`config.mk`:
```
export PLATFORM = sky130hd
export DESIGN_NAME = div_issue_ctrl_flat
export DESIGN_NICKNAME = d
export VERILOG_FILES = /design/src/rtl/div_issue_ctrl_if.sv /design/src/rtl/div_issue_ctrl.sv /design/src/flat_wrapper.sv
export SDC_FILE = /design/constraint.sdc
export NUM_CORES = 1
export LEC_CHECK = 0
export ABC_AREA = 0
export CAP_MARGIN = 20
export CORE_MARGIN = 2
export CORE_UTILIZATION = 36
export CTS_CLUSTER_SIZE = 16
export DETAILED_ROUTE_END_ITERATION = 7
export PLACE_DENSITY = 0.73
export RECOVER_POWER = 25
export SYNTH_ARGS = -nofsm -noshare
export SYNTH_HDL_FRONTEND = slang
export SYNTH_SLANG_ARGS = --single-unit
```
`constraint.sdc`:
```
create_clock -name clk -period 4.5 [get_ports clk]
set_clock_uncertainty 0.1 [all_clocks]
set_input_delay 1.125 -clock clk [delete_from_list [all_inputs] [get_ports clk]]
set_output_delay 1.125 -clock clk [all_outputs]
set_load 0.005 [all_outputs]
```
`src/rtl/div_issue_ctrl_if.sv`:
```
// Handshake between the EX-stage divide controller and the iterative divider.
// The controller drives start/annul/operands; the divider returns ready/result.
interface div_issue_ctrl_if;
  logic        div_start_o;
  logic        div_annul_o;
  logic        div_signed_o;
  logic [31:0] div_op1_o;
  logic [31:0] div_op2_o;
  logic        div_ready_i;
  logic [63:0] div_result_i;

  modport master (
    output div_start_o,
    output div_annul_o,
    output div_signed_o,
    output div_op1_o,
    output div_op2_o,
    input  div_ready_i,
    input  div_result_i
  );

  modport slave (
    input  div_start_o,
    input  div_annul_o,
    input  div_signed_o,
    input  div_op1_o,
    input  div_op2_o,
    output div_ready_i,
    output div_result_i
  );
endinterface

```
`src/rtl/div_issue_ctrl.sv`:
```
// EX-stage sequencer for the 32-cycle iterative divider: latches operands, stalls
// the pipe while the divide runs and stages HI/LO until the instruction leaves EX.
module div_issue_ctrl #(
  parameter int TIMEOUT = 48,
  parameter int CNT_W   = 6
) (
  input  logic                    clk,
  input  logic                    rst,
  input  logic                    div_req_i,
  input  logic                    div_signed_i,
  input  logic [31:0]             op1_i,
  input  logic [31:0]             op2_i,
  input  logic                    ex_adv_i,
  input  logic                    flush_i,
  output logic                    stall_o,
  output logic                    hilo_we_o,
  output logic [31:0]             hi_o,
  output logic [31:0]             lo_o,
  output logic                    busy_o,
  output logic                    err_o,
  div_issue_ctrl_if.master        div
);

  typedef enum logic [1:0] {
    IDLE = 2'd0,
    RUN  = 2'd1,
    HOLD = 2'd2
  } state_t;

  localparam logic [CNT_W-1:0] CNT_LAST = CNT_W'(TIMEOUT - 1);

  state_t            state, state_d;
  logic              start_q, start_d;
  logic              annul_q, annul_d;
  logic              err_q, err_d;
  logic              sign_q, sign_d;
  logic [31:0]       op1_q, op1_d;
  logic [31:0]       op2_q, op2_d;
  logic [31:0]       hi_q, hi_d;
  logic [31:0]       lo_q, lo_d;
  logic [CNT_W-1:0]  cnt_q, cnt_d;
  logic              stall_c;
  logic              hilo_we_c;

  always_ff @(posedge clk or negedge rst) begin
    if (!rst) begin
      state   <= IDLE;
      start_q <= 1'b0;
      annul_q <= 1'b0;
      err_q   <= 1'b0;
      sign_q  <= 1'b0;
      op1_q   <= '0;
      op2_q   <= '0;
      hi_q    <= '0;
      lo_q    <= '0;
      cnt_q   <= '0;
    end else begin
      state   <= state_d;
      start_q <= start_d;
      annul_q <= annul_d;
      err_q   <= err_d;
      sign_q  <= sign_d;
      op1_q   <= op1_d;
      op2_q   <= op2_d;
      hi_q    <= hi_d;
      lo_q    <= lo_d;
      cnt_q   <= cnt_d;
    end
  end

  // Annul and err are single-cycle pulses, so they default low every cycle.
  always_comb begin
    state_d   = state;
    start_d   = start_q;
    annul_d   = 1'b0;
    err_d     = 1'b0;
    sign_d    = sign_q;
    op1_d     = op1_q;
    op2_d     = op2_q;
    hi_d      = hi_q;
    lo_d      = lo_q;
    cnt_d     = cnt_q;
    stall_c   = 1'b0;
    hilo_we_c = 1'b0;

    case (state)
      IDLE: begin
        cnt_d = '0;
        if (div_req_i && !flush_i) begin
          sign_d  = div_signed_i;
          op1_d   = op1_i;
          op2_d   = op2_i;
          start_d = 1'b1;
          stall_c = 1'b1;
          state_d = RUN;
        end
      end

      RUN: begin
        stall_c = 1'b1;
        cnt_d   = cnt_q + 1'b1;
        // Flush beats a same-cycle ready: the killed instruction must not commit.
        if (flush_i) begin
          start_d = 1'b0;
          annul_d = 1'b1;
          state_d = IDLE;
        end else if (div.div_ready_i) begin
          hi_d    = div.div_result_i[63:32];
          lo_d    = div.div_result_i[31:0];
          start_d = 1'b0;
          state_d = HOLD;
        end else if (cnt_q == CNT_LAST) begin
          start_d = 1'b0;
          annul_d = 1'b1;
          err_d   = 1'b1;
          state_d = IDLE;
        end
      end

      HOLD: begin
        start_d   = 1'b0;
        hilo_we_c = ex_adv_i && !flush_i;
        if (ex_adv_i || flush_i) begin
          state_d = IDLE;
        end
      end

      default: begin
        start_d = 1'b0;
        state_d = IDLE;
      end
    endcase
  end

  assign stall_o          = stall_c;
  assign hilo_we_o        = hilo_we_c;
  assign hi_o             = hi_q;
  assign lo_o             = lo_q;
  assign busy_o           = (state != IDLE);
  assign err_o            = err_q;

  assign div.div_start_o  = start_q;
  assign div.div_annul_o  = annul_q;
  assign div.div_signed_o = sign_q;
  assign div.div_op1_o    = op1_q;
  assign div.div_op2_o    = op2_q;

endmodule
```
`src/flat_wrapper.sv`:
```
// flat-port wrapper written by rule: the top's interface ports become plain ports
module div_issue_ctrl_flat 
#(
  parameter int TIMEOUT = 48,
  parameter int CNT_W   = 6
)
  (clk, rst, div_req_i, div_signed_i, op1_i, op2_i, ex_adv_i, flush_i, stall_o, hilo_we_o, hi_o, lo_o, busy_o, err_o, div_div_start_o, div_div_annul_o, div_div_signed_o, div_div_op1_o, div_div_op2_o, div_div_ready_i, div_div_result_i);
  div_issue_ctrl_if div_i ();
  input  logic clk;
  input  logic rst;
  input  logic div_req_i;
  input  logic div_signed_i;
  input  logic [31:0] op1_i;
  input  logic [31:0] op2_i;
  input  logic ex_adv_i;
  input  logic flush_i;
  output logic stall_o;
  output logic hilo_we_o;
  output logic [31:0] hi_o;
  output logic [31:0] lo_o;
  output logic busy_o;
  output logic err_o;
  output wire logic [$bits(div_i.div_start_o)-1:0] div_div_start_o;
  output wire logic [$bits(div_i.div_annul_o)-1:0] div_div_annul_o;
  output wire logic [$bits(div_i.div_signed_o)-1:0] div_div_signed_o;
  output wire logic [$bits(div_i.div_op1_o)-1:0] div_div_op1_o;
  output wire logic [$bits(div_i.div_op2_o)-1:0] div_div_op2_o;
  input wire logic [$bits(div_i.div_ready_i)-1:0] div_div_ready_i;
  input wire logic [$bits(div_i.div_result_i)-1:0] div_div_result_i;
  assign div_div_start_o = div_i.div_start_o;
  assign div_div_annul_o = div_i.div_annul_o;
  assign div_div_signed_o = div_i.div_signed_o;
  assign div_div_op1_o = div_i.div_op1_o;
  assign div_div_op2_o = div_i.div_op2_o;
  assign div_i.div_ready_i = div_div_ready_i;
  assign div_i.div_result_i = div_div_result_i;
  div_issue_ctrl #(.TIMEOUT(TIMEOUT), .CNT_W(CNT_W)) u_core (.clk(clk), .rst(rst), .div_req_i(div_req_i), .div_signed_i(div_signed_i), .op1_i(op1_i), .op2_i(op2_i), .ex_adv_i(ex_adv_i), .flush_i(flush_i), .stall_o(stall_o), .hilo_we_o(hilo_we_o), .hi_o(hi_o), .lo_o(lo_o), .busy_o(busy_o), .err_o(err_o), .div(div_i));
endmodule
```
# Word level (Yosys, flattened, before mapping)
# Index checks and enable logic that the tools add are counted.
totals:
  ff_bits: 140
  inputBits: 135
  wordCells: 50
  output_inout_bits: 135
op_classes:
  reduce_logical: 11
  n_eq_ne: 6
  muxes: 21
  bitwise: 1
  n_addsub: 1
ops:
  columns: ["operator", "count"]
  rows:
  - ["1-bit two-way mux", 12]
  - ["6-bit case mux with 2 select lines", 1]
  - ["2-bit two-way mux", 5]
  - ["6-bit by 1-bit adder with 6-bit output (second input constant)", 1]
  - ["6-bit equality test (second input constant)", 1]
  - ["2-bit case mux with 3 select lines", 1]
  - ["3-bit AND reduction", 2]
  - ["2-bit by 1-bit inequality test with 1-bit output (second input constant)", 2]
  - ["4-bit by 3-bit inequality test with 1-bit output (second input constant)", 1]
  - ["1-bit case mux with 2 select lines", 2]
  - ["2-bit AND reduction", 2]
  - ["2-bit nonzero test", 2]
  - ["2-bit by 1-bit equality test with 1-bit output (second input constant)", 1]
  - ["2-bit equality test (second input constant)", 1]
  - ["1-bit logical AND", 2]
  - ["2-bit zero test", 1]
  - ["1-bit zero test", 1]
  - ["1-bit logical OR", 1]
  - ["1-bit inverter", 1]

# Longest topological paths before layout
logic_depth:
  word_depth: 5
  mapped_depth: 6
  ltp_nobuf: 4

# Worst setup path after synthesis
# No wires, ideal clock.
synth_timing:
  path_type: "input to output"
  from: "in flush_i"
  to: "out hilo_we_o"
  stages: 1
  t_required_ns: 3.275
  path_slack_ns: 1.882
  arrival_ns: 1.393
  path_buffers: 0
  cell_sequence: "and4bb_2"
synth_via:
  elab_chain_cells: 3
synth_rtl:
  columns: ["element", "line_no", "rtl"]
  rows:
  - ["start: declaration", "flat_wrapper.sv:16", "input logic flush_i;"]
  - ["1-bit zero test", "div_issue_ctrl.sv:122", "hilo_we_c = ex_adv_i && !flush_i;"]
  - ["1-bit logical AND", "div_issue_ctrl.sv:122", null]
  - ["1-bit two-way mux", "div_issue_ctrl.sv:86", "case (state)"]
  - ["end: declaration", "flat_wrapper.sv:18", "output logic hilo_we_o;"]
# No other way between the ends.

# Worst setup path after layout
# Same ends and word-level chain as after synthesis.

==> impl_metrics.ini <==
[placed_design]
placed_area_um2 = 8320
globalplace.congestion = 0.739
hpwl_mm = 10.0
port_buffers = 269
pre_cts_slack_ns = 0.736

[synthesis]
syn-num-nets = 464
ys_ff_latch = 140
synth-async-reset-ratio_pct = 100
synth_common_cells = dfrtp_1 (140), mux2_2 (97), mux2_4 (28), nand2_1 (7), buf_4 (6)
synthesis.instances = 328
synth_warnings = 0
synth_area_leaders = dfrtp_1 (64%), mux2_2 (20%), mux2_4 (7.7%), buf_4 (0.82%), mux2_1 (0.82%)
synth_top_cell_by_area = dfrtp_1
syn_area_um2 = 5470
yosysUniqueCellTypes = 35
synth_edf_count = 0
syn_avg_cell_area_um2 = 16.7
synthFlopType = dfrtp_1
synth.most_common_cell = dfrtp_1
yosysTopAreaCellShare_pct = 64.0
ys_seq_area_share_pct = 64.0

[grt]
grt_usage_pct = 17.3
antenna_found_initial = 0
grt_max_degree = 81
grt_pass1_wl_mm = 21.7
first_global_vias = 4111
grt-ovfl-total = 0

[timing]
worst_slack_ns = 0.729
finalSetupViolCount = 0
max_freq_mhz = 265
final-max-slew-violation-count = 80
fin_crit_ns = 3.77
hold_viol_final = 0
fin_tns_setup_ns = 0
worst_pin_slew_ns = 2.01
slew_headroom_pct = -33.8
grt_setup_unrepaired = no
fin_crit_sh_pct = 83.8

[status]
status = finished with violations
violations = max-capacitance violations, max-slew violations

[layout]
post-route-cell-area_um2 = 8890
layout.nets = 739
fin_util_pct = 59.2
synthToLayoutAreaGrowth_pct = 62.6
layout-drive-gt1-share_pct = 27.4
antenna_cells = 0

[worst_setup_path]
worst_ep_required_time_ns = 3.27
start_kind = primary input
arrival_ns = 2.55
max_stage_delay_ns = 0.56
cp-end-kind = output port
worstPathMaxFanout = 7
cp_top_family = buffers and inverters
crit_top_cell = clkdlybuf4s50_1
critical_path_class = primary input to output port
path_cells = clkdlybuf4s50_1, and4bb_2, clkdlybuf4s50_1
ff2ff_path_depth = 4
cpMaxStageDelayCell = clkdlybuf4s50_1
path_buf_inv = 2
worst-path-stages = 3

[hold_path]
hold_depth = 1
min_path_type = flip-flop to flip-flop

[pwr]
ir_drop_mv = 0.245
switching_power_mw = 1.06
power_frac_clock_pct = 31.2
p_comb_share_pct = 28.6
power.density_nw_per_um2 = 490
swShare_pct = 24.3
static-leakage-power_nw = 3.71
pwr-share-seq_pct = 40.2
power.internal_mw = 3.30
finalPower_mw = 4.36

[die]
num_rows = 45
dieArea_um2 = 16200
die_h_um = 127
initial_core_util_pct = 36.4
ioPinCount = 270
die_w_um = 127
core-area_um2 = 15000

[clocking]
root_buffer = clkbuf_16
clk_latency_ns = 0.41
ctsResizeCount = 0
htreeDepth = 4
clockBufferDepth = 2
numCtsBuffers = 17
path_clk_slew_ns = 0.06
cts-hold-fix-buffers = 0
cts_tree = yes
cts_setup_buffers = 0
clock_sinks = 140

[detailed_routing]
drc = 0
drt_iter0_drc = 99
routed_wl_mm = 13.8
num_vias = 3758
drt-vias-per-instance = 4.67
wl_per_cell_um = 17.2
ant_nets = 0
drtPass1Iterations = 4

[job]
max_cap_viol_count = 1
## per-stage QoR
step                      std cells  hold WS (ns)
after floorplan                 328         0.373
after global placement          772         0.368
after detailed placement        772         0.381
after CTS                       804         0.403
after global routing            804         0.416
final                           804         0.396
## placed cells by master, fill, tap and decap left out, drive strengths merged, types with 2 or more instances in the layout
cell,n
a21oi,2
buf,3
bufinv,2
clkbuf,19
clkdlybuf4s50,268
clkinv,8
clkinvlp,4
dfrtp,140
mux2,129
nand2,7
nand3,3
nor2,6
nor2b,3
o21ai,5
or3b,2
## registers in the layout (all words and copies together), names as in the netlist, 2 cells and up
name	cells
u_core.state	2
u_core.cnt_q	6
u_core.lo_o	32
u_core.div.div_op1_o	32
u_core.div.div_op2_o	32
u_core.hi_o	32
## final timing paths
path | from | endpoint | slack, ns
max | flush_i | hilo_we_o | 0.73
min | u_core.lo_o[13] | u_core.lo_o[13] | 0.40
max reg2reg | u_core.state[1] | u_core.div.div_signed_o | 2.10
min reg2reg | u_core.lo_o[13] | u_core.lo_o[13] | 0.40
max in group asynchronous | rst | u_core.cnt_q[1] | 1.92
min in group asynchronous | rst | u_core.div.div_op2_o[8] | 1.18
## kinds of logic (layout without fill, tap and decap cells)
kind of cell	after synthesis	after routing	synth area share, %
adder cells (fa/ha/maj)	1	1	0.229
multiplexers	129	129	28.5
XOR/XNOR	1	1	0.160
flip-flops	140	140	64.0
AND/OR/NAND/NOR	29	29	3.18
buffers and inverters	17	305	2.63
AO/OA/AOI/OAI	11	11	1.28
## power groups by stage
stage	Combinational [mW]	Clock [mW]	Sequential [mW]
after floorplan	0.366	0	1.78
after global placement	1.24	0	1.75
after detailed placement	1.26	0	1.77
after CTS	1.27	1.40	1.76
after global routing	1.33	1.46	1.80
final	1.25	1.36	1.75
## metal layers
layer	vias to the layer above	track usage, %	share of wire (%)
met5	-	0	0
met4	0	7.50	2.4
met3	22	7.33	10
met2	189	28.1	49
met1	1843	20.2	39
li1	1704	-	-
## layout make-up
class | instances | area [um2]
inverters | 1 | 3.75
multi-input cells | 171 | 1830
clock inverters | 14 | 149
clock buffers | 18 | 429
flip-flops and latches | 140 | 3500
fillers | 1151 | 6140
well taps | 188 | 235
repair buffers | 272 | 2750
Power figures use the tool's default switching activity.
